[src/rtl/fpu_pkg.sv]
// Shared definitions for the FPU datapath: normaliser states, IEEE 754 field
// sizes and the bit positions of the result flags.
package fpu_pkg;

   typedef enum logic [1:0] {
      IDLE = 2'd0,
      NORM = 2'd1,
      DONE = 2'd2
   } state_t;

   localparam int EXP_BIAS = 127;
   localparam int EXP_INF  = 255;
   localparam int FRAC_W   = 23;
   localparam int MANT_W   = 25;
   localparam int EXP_W    = 10;

   localparam int FLAG_OVF  = 2;
   localparam int FLAG_UNF  = 1;
   localparam int FLAG_ZERO = 0;

endpackage

[src/rtl/fpu_normalize.sv]
// Iterative normaliser: one mantissa shift per cycle until the hidden bit is
// set, then range-check the exponent and pack an IEEE 754 single-precision word.
module fpu_normalize #(
   parameter int MANT_W = 25,
   parameter int EXP_W  = 10
) (
   input  logic                    clk,
   input  logic                    rst,
   input  logic                    in_valid,
   output logic                    in_ready,
   input  logic                    in_sign,
   input  logic signed [EXP_W-1:0] in_exponent,
   input  logic [MANT_W-1:0]       in_mantissa,
   output logic                    out_valid,
   input  logic                    out_ready,
   output logic [31:0]             outp,
   output logic [2:0]              out_flags
);
   import fpu_pkg::state_t;
   import fpu_pkg::IDLE;
   import fpu_pkg::NORM;
   import fpu_pkg::DONE;
   import fpu_pkg::EXP_INF;
   import fpu_pkg::FRAC_W;
   import fpu_pkg::FLAG_OVF;
   import fpu_pkg::FLAG_UNF;
   import fpu_pkg::FLAG_ZERO;

   localparam logic signed [EXP_W-1:0] C_EXP_INF  = EXP_W'(EXP_INF);
   localparam logic signed [EXP_W-1:0] C_EXP_ZERO = '0;
   localparam logic signed [EXP_W-1:0] C_EXP_ONE  = EXP_W'(1);

   state_t                    r_state;
   logic                      r_in_ready;
   logic                      r_out_valid;
   logic [31:0]               r_outp;
   logic [2:0]                r_flags;
   logic                      r_sign;
   logic signed [EXP_W-1:0]   r_exp;
   logic [MANT_W-1:0]         r_mant;

   logic                      w_mant_zero;
   logic                      w_carry;
   logic                      w_hidden;
   logic                      w_pack;
   logic [31:0]               w_pack_word;
   logic [2:0]                w_pack_flags;

   assign w_mant_zero = (r_mant == '0);
   assign w_carry     = r_mant[MANT_W-1];
   assign w_hidden    = r_mant[FRAC_W];
   // Pack when there is nothing left to shift: zero, or hidden bit alone on top.
   assign w_pack      = w_mant_zero || (!w_carry && w_hidden);

   always_comb begin
      w_pack_word  = {r_sign, 31'h0};
      w_pack_flags = '0;
      if (w_mant_zero) begin
         w_pack_flags[FLAG_ZERO] = 1'b1;
      end else if (r_exp >= C_EXP_INF) begin
         w_pack_word            = {r_sign, 8'hFF, 23'h0};
         w_pack_flags[FLAG_OVF] = 1'b1;
      end else if (r_exp <= C_EXP_ZERO) begin
         // Denormals are not produced; tiny results flush to signed zero.
         w_pack_flags[FLAG_UNF] = 1'b1;
      end else begin
         w_pack_word = {r_sign, r_exp[7:0], r_mant[FRAC_W-1:0]};
      end
   end

   always_ff @(posedge clk) begin
      if (rst) begin
         r_state     <= IDLE;
         r_in_ready  <= 1'b1;
         r_out_valid <= 1'b0;
         r_outp      <= '0;
         r_flags     <= '0;
         r_sign      <= 1'b0;
         r_exp       <= '0;
         r_mant      <= '0;
      end else begin
         case (r_state)
            IDLE: begin
               if (in_valid) begin
                  r_sign     <= in_sign;
                  r_exp      <= in_exponent;
                  r_mant     <= in_mantissa;
                  r_in_ready <= 1'b0;
                  r_state    <= NORM;
               end
            end
            NORM: begin
               if (w_pack) begin
                  r_outp      <= w_pack_word;
                  r_flags     <= w_pack_flags;
                  r_out_valid <= 1'b1;
                  r_state     <= DONE;
               end else if (w_carry) begin
                  // Truncating right shift: the dropped lsb is discarded.
                  r_mant <= r_mant >> 1;
                  r_exp  <= r_exp + C_EXP_ONE;
               end else begin
                  r_mant <= r_mant << 1;
                  r_exp  <= r_exp - C_EXP_ONE;
               end
            end
            DONE: begin
               if (out_ready) begin
                  r_out_valid <= 1'b0;
                  r_in_ready  <= 1'b1;
                  r_state     <= IDLE;
               end
            end
            default: begin
               r_out_valid <= 1'b0;
               r_in_ready  <= 1'b1;
               r_state     <= IDLE;
            end
         endcase
      end
   end

   assign in_ready  = r_in_ready;
   assign out_valid = r_out_valid;
   assign outp      = r_outp;
   assign out_flags = r_flags;

endmodule

[config.mk]
export PLATFORM = sky130hd
export DESIGN_NAME = fpu_normalize
export DESIGN_NICKNAME = d
export VERILOG_FILES = /design/src/rtl/fpu_pkg.sv /design/src/rtl/fpu_normalize.sv
export SDC_FILE = /design/constraint.sdc
export NUM_CORES = 1
export LEC_CHECK = 0
export ABC_CLOCK_PERIOD_IN_PS = 4620
export BUFFER_PORTS_ARGS = -buffer_cell sky130_fd_sc_hd__buf_2
export CORE_ASPECT_RATIO = 1.5
export CORE_UTILIZATION = 50
export DETAILED_ROUTE_END_ITERATION = 10
export PLACE_DENSITY = 0.74
export SYNTH_ARGS = -nofsm -noshare
export SYNTH_HDL_FRONTEND = slang
export SYNTH_SLANG_ARGS = --single-unit
[constraint.sdc]
create_clock -name clk -period 4.62 [get_ports clk]
set_input_delay 0 -clock clk [delete_from_list [all_inputs] [get_ports clk]]
set_output_delay 0 -clock clk [all_outputs]
set_load 0.03 [all_outputs]
# Word level (Yosys, flattened, before mapping)
# Cells that the tools add are included.
op_classes:
  addsub: 2
  n_lt_le_gt_ge: 2
  n_eq_ne: 6
  mux: 26
  bitwise_logic: 2
  n_reduce_logical: 12
ops:
  columns: ["operator", "n"]
  rows:
  - ["31-bit 2-to-1 mux", 3]
  - ["25-bit 2-to-1 mux", 3]
  - ["25-bit case mux with 2 select lines", 1]
  - ["10-bit 2-to-1 mux", 3]
  - ["25-bit logical NOT", 1]
  - ["10-bit case mux with 2 select lines", 1]
  - ["3-bit AND reduction", 4]
  - ["10-bit by 2-bit adder with 10-bit output, second input constant", 1]
  - ["10-bit by 9-bit >= comparator with 1-bit output, second input constant", 1]
  - ["10-bit by 1-bit less-or-equal comparator with 1-bit output, second input constant", 1]
  - ["10-bit by 2-bit subtractor with 10-bit output, second input constant", 1]
  - ["1-bit 2-to-1 mux", 8]
  - ["2-bit 2-to-1 mux", 4]
  - ["2-bit != test, second input constant", 4]
  - ["1-bit case mux with 3 select lines", 2]
  - ["2-bit case mux with 3 select lines", 1]
  - ["2-bit AND reduction", 2]
  - ["2-bit by 1-bit == test with 1-bit output, second input constant", 1]
  - ["2-bit == test, second input constant", 1]
  - ["2-bit logical NOT", 1]
  - ["1-bit inverter", 2]
  - ["2-bit nonzero test", 1]
  - ["1-bit logical AND", 1]
  - ["1-bit logical NOT", 1]
  - ["1-bit logical OR", 1]
totals:
  regBits: 75
  wordCells: 58

# Longest topological paths before layout
depth:
  ltp_word: 5
  ltp_mapped: 10
  depth_no_buf: 8

# Worst setup path after synthesis
# No wires, ideal clock.
synth_timing:
  kind: "reg-to-reg"
  from: "register r_mant[24]"
  to: "register r_exp[9]"
  t_arrival_ns: 2.529
  setup_slack_ns: 1.954
  path_stages_with_launch: 11
  n_path_buf: 2
  synth_period_minus_slack_ns: 2.666
  path_cell_list: "dfxtp_1 -> buf_4 -> buf_1 -> inv_1 -> ha_1 -> a211o_1 -> a21oi_1 -> o211ai_1 -> xnor2_1 -> mux2i_1 -> a221oi_1"
synth_via:
  elab_chain_len: 5
  elab_cells_between_ends: 9
  classes_between: "eq/ne: 1; mux: 3; reduce/logical: 5"
synth_lines:
  columns: ["item", "line_no", "source"]
  rows:
  - ["start: declaration", "fpu_normalize.sv:40", "logic [MANT_W-1:0] r_mant;"]
  - ["start signal: assignment", "fpu_normalize.sv:87", "r_mant <= in_mantissa;"]
  - ["start signal: assignment", "fpu_normalize.sv:100", "r_mant <= r_mant >> 1;"]
  - ["start signal: assignment", "fpu_normalize.sv:103", "r_mant <= r_mant << 1;"]
  - ["parallel branches: the longest is 5 deep, another holds 25-bit logical NOT", null, null]
  - ["end signal: assignment", "fpu_normalize.sv:86", "r_exp <= in_exponent;"]
  - ["end signal: assignment", "fpu_normalize.sv:101", "r_exp <= r_exp + C_EXP_ONE;"]
  - ["end signal: assignment", "fpu_normalize.sv:104", "r_exp <= r_exp - C_EXP_ONE;"]
  - ["end: declaration", "fpu_normalize.sv:39", "logic signed [EXP_W-1:0] r_exp;"]
# Parallel ways; which one is timed is not known. The select of a mux whose other input is x is not followed.
# A chain may end at the register's enable or synchronous reset.

# Worst setup path in the final report
layout_timing:
  from: "register r_state[1]"
  to: "register r_mant[24]"
layout_via:
  elab_chain_len: 3
  elab_cells_between_ends: 7
  classes_between: "eq/ne: 3; mux: 1; reduce/logical: 3"
layout_lines:
  columns: ["item", "line_no", "source"]
  rows:
  - ["start: declaration", "fpu_normalize.sv:33", "state_t r_state;"]
  - ["start signal: assignment", "fpu_normalize.sv:73", "r_state <= IDLE;"]
  - ["start signal: assignment", "fpu_normalize.sv:89", "r_state <= NORM;"]
  - ["start signal: assignment", "fpu_normalize.sv:97", "r_state <= DONE;"]
  - ["2-bit by 1-bit == test with 1-bit output or 2-bit logical NOT (tied branches)", "fpu_normalize.sv:82", "case (r_state)"]
  - ["2-bit != test (no line) or 2-bit nonzero test (tied branches)", null, null]
  - ["3-bit AND reduction (no line)", null, null]
# Several ways; a longest one is shown, not always the timed one.

==> qor.yml <==
outcome: "finished clean"
fin_crit_ns: 2.87
p_leak_nw: 1.87
first_pass_iters: 4
regToRegStartpoint: "r_state[1]$_SDFFE_PP0P_"
path_class: "flip-flop to flip-flop"
die-area_sq_um: 7720
ys_ff_latch: 75
crit_family: "simple AND/OR/NAND/NOR gates"
end_kind: "flip-flop"
syn_area_sq_um: 3680
seq_area_sq_um: 1500
final-hold-violation-count: 0
cts_sinks: 75
met3_usage_pct: 5.08
track_usage_pct: 26.2
grt_pass1_vias: 3455
die_width_um: 72.1
rsz0062_at_grt: "no"
finalSetupTns_ns: 0
multi_input_area_sq_um: 2010
p_per_area_nw_per_um2: 409
crit_top_cell: "nor2_1"
die_h_um: 107
worstPathArrival_ns: 3.13
synth.distinct_cells: 48
fmax_ghz: 0.348
startpoint: "r_state[1]$_SDFFE_PP0P_"
drv_cap: 0
power.total_mw: 1.89
coreArea_sq_um: 7180
slew_headroom_pct: 11.7
hp-start: "in_exponent[9]"
syn_to_final_growth_pct: 25.6
seqPwrFrac_pct: 40.9
vias_per_cell: 5.60
pwr-share-comb_pct: 28.7
top_usage_layer: "met2"
crit_buf_inv: 0
gp_congestion: 0.860
grtUsageMet2_pct: 42.5
cts_tree: "done"
crit_path_start_kind: "flip-flop"
root_buffer: "clkbuf_8"
drt-wirelength-per-cell_um: 15.1
intPower_mw: 1.27
htreeDepth: 3
clockBufferDepth: 2
dp.cells: 593
path_cells: "nand2b_1 > nor2_1 > o21a_1 > or2_1 > nor2_1 > a311oi_2"
pre_cts_ws_ns: 1.80
hpwl_um: 6330
cts_resized: 0
setup_violations: 0
fp-row-count: 38
synth.most_common_cell: "dfxtp_1"
max_stage_delay_ns: 1.01
cts_buffers: 9
clkPwrFrac_pct: 30.4
antenna_cells: 0
synth_edf_count: 0
grt_max_degree: 78
finalCritPeriodShare_pct: 62.1
fin_skew_ns: 0.00856
fin_nets: 585
switching_share_pct: 33.0
yosys-top-cells-area: "dfxtp_1 (41%), mux2i_1 (7.3%), nand2_1 (6.6%)"
drive_gt1_share_pct: 19.2
vias: 3590
synth_top_flop_cell: "dfxtp_1"
async_flop_share_pct: 0
vdd_drop_max_mv: 0.221
synth_top_area_share_pct: 40.7
initial_core_util_pct: 51.3
antenna_found_initial: 0
synth_common_cells: "dfxtp_1 (75), nand2_1 (65), nor2_1 (53), a21oi_1 (40), mux2i_1 (27)"
required_ns: 4.88
timing.hold.ws_ns: 0.00988
portBuffers: 76
grt_overflow: 0
ys_seq_area_share_pct: 40.7
synth_top_area_cell: "dfxtp_1"
syn_avg_cell_area_sq_um: 8.28
postRouteAntennaNets: 0
synth_cells: 445
fillers: 601
grt_pass1_wl_um: 15800
drt-initial-drc-count: 254
ioPinCount: 77
worstHoldPathType: "input port to flip-flop"
instances_no_fill: 641
wirelength_um: 9660
drv_slew: 0
worst_pin_slew_ns: 1.32
setup_slack_ns: 1.75
clk_latency_ns: 0.36
p_sw_mw: 0.624
clk_pin_slew_ns: 0.08
route.detailed.drc: 0
met1_usage_pct: 32.1
synth_nets: 494
ys_warn_count: 0
crit_fanout: 35
cp_slowest_cell: "or2_1"
==> final timing paths <==
| kind | to | slack [ns] | depth (start not counted) |
|---|---|---|---|
| worst max-delay path | r_mant[24]$_SDFFE_PP0P_ | 1.75 | 6 |
| worst min-delay path | r_exp[9]$_SDFFE_PP0P_ | 0.01 | 3 |
| worst max register to register | r_mant[24]$_SDFFE_PP0P_ | 1.75 | 6 |
| worst min register to register | outp[23]$_SDFFE_PP0P_ | 0.45 | 2 |
==> layout by cell type (no fill, tap or decap), drive strengths merged, types with 4 or more instances in the layout <==
master and count:
a211oi 9, a21oi 40, a22oi 25, buf 81
clkbuf 12, dfxtp 75, dlygate4sd3 32, ha 8
inv 6, mux2i 27, nand2 65, nand3 4
nor2 53, nor3 7, nor4 6, o211ai 24
o21a 4, o21ai 15
==> routing by layer <==
metal | routed length, um | vias to the layer above
li1 | - | 1786
met1 | 4090 | 1651
met2 | 4740 | 123
met3 | 442 | 30
met4 | 393 | 0
met5 | 0 | -
==> power by group through the flow <==
stage               Sequential [mW]  Combinational (mW)  Clock, mW
detailed placement            0.787               0.517          0
CTS                           0.772               0.540      0.582
global route                  0.782               0.603      0.611
floorplan                     0.771               0.412          0
global placement              0.785               0.502          0
finish                        0.774               0.543      0.576
==> final cells by class <==
| class | count | share of cell area (%) |
|---|---|---|
| Clock buffer | 12 | 3.35 |
| Clock inverter | 4 | 1.57 |
| Inverter | 6 | 0.487 |
| Multi-Input combinational cell | 331 | 43.5 |
| Sequential cell | 75 | 32.4 |
| Tap cell | 100 | 2.70 |
| Timing Repair Buffer | 113 | 16.0 |
==> stage by stage <==
step	utilization (%)	instance area, sq um
after detailed placement	56.8	4080
final	64.5	4630
after CTS	64.5	4630
after global routing	64.5	4630
after global placement	56.8	4080
after floorplan	-	3680
==> repair_timing <==
item | 4_1_cts | 5_1_grt
endpoints found under the hold margin | 32 | 0
setup buffers | 0 | 0
hold buffers | 32 | 0
==> flip-flops by register name, indices dropped and copies added, names as in the netlist <==
name / flops
outp: 32
r_mant: 25
r_exp: 10
out_flags: 3
r_state: 2
in_ready: 1
out_valid: 1
r_sign: 1
==> tightest hold or removal path, stage by stage <==
cell and delay (ns):
buf_2 0.10, mux2i_1 0.12, a221oi_1 0.09
==> kinds of logic after synthesis <==
kind of cell	Yosys count	synth area share [%]
AOI/OAI and AO/OA	135	24.2
xor gates and xnor gates	4	0.951
muxes	27	7.33
buffers and inverters	39	4.99
DFF	75	40.7
adders and majority gates	9	3.26
and+or+nand+nor	156	18.5
Note: power is estimated with default switching activity, not from simulation.
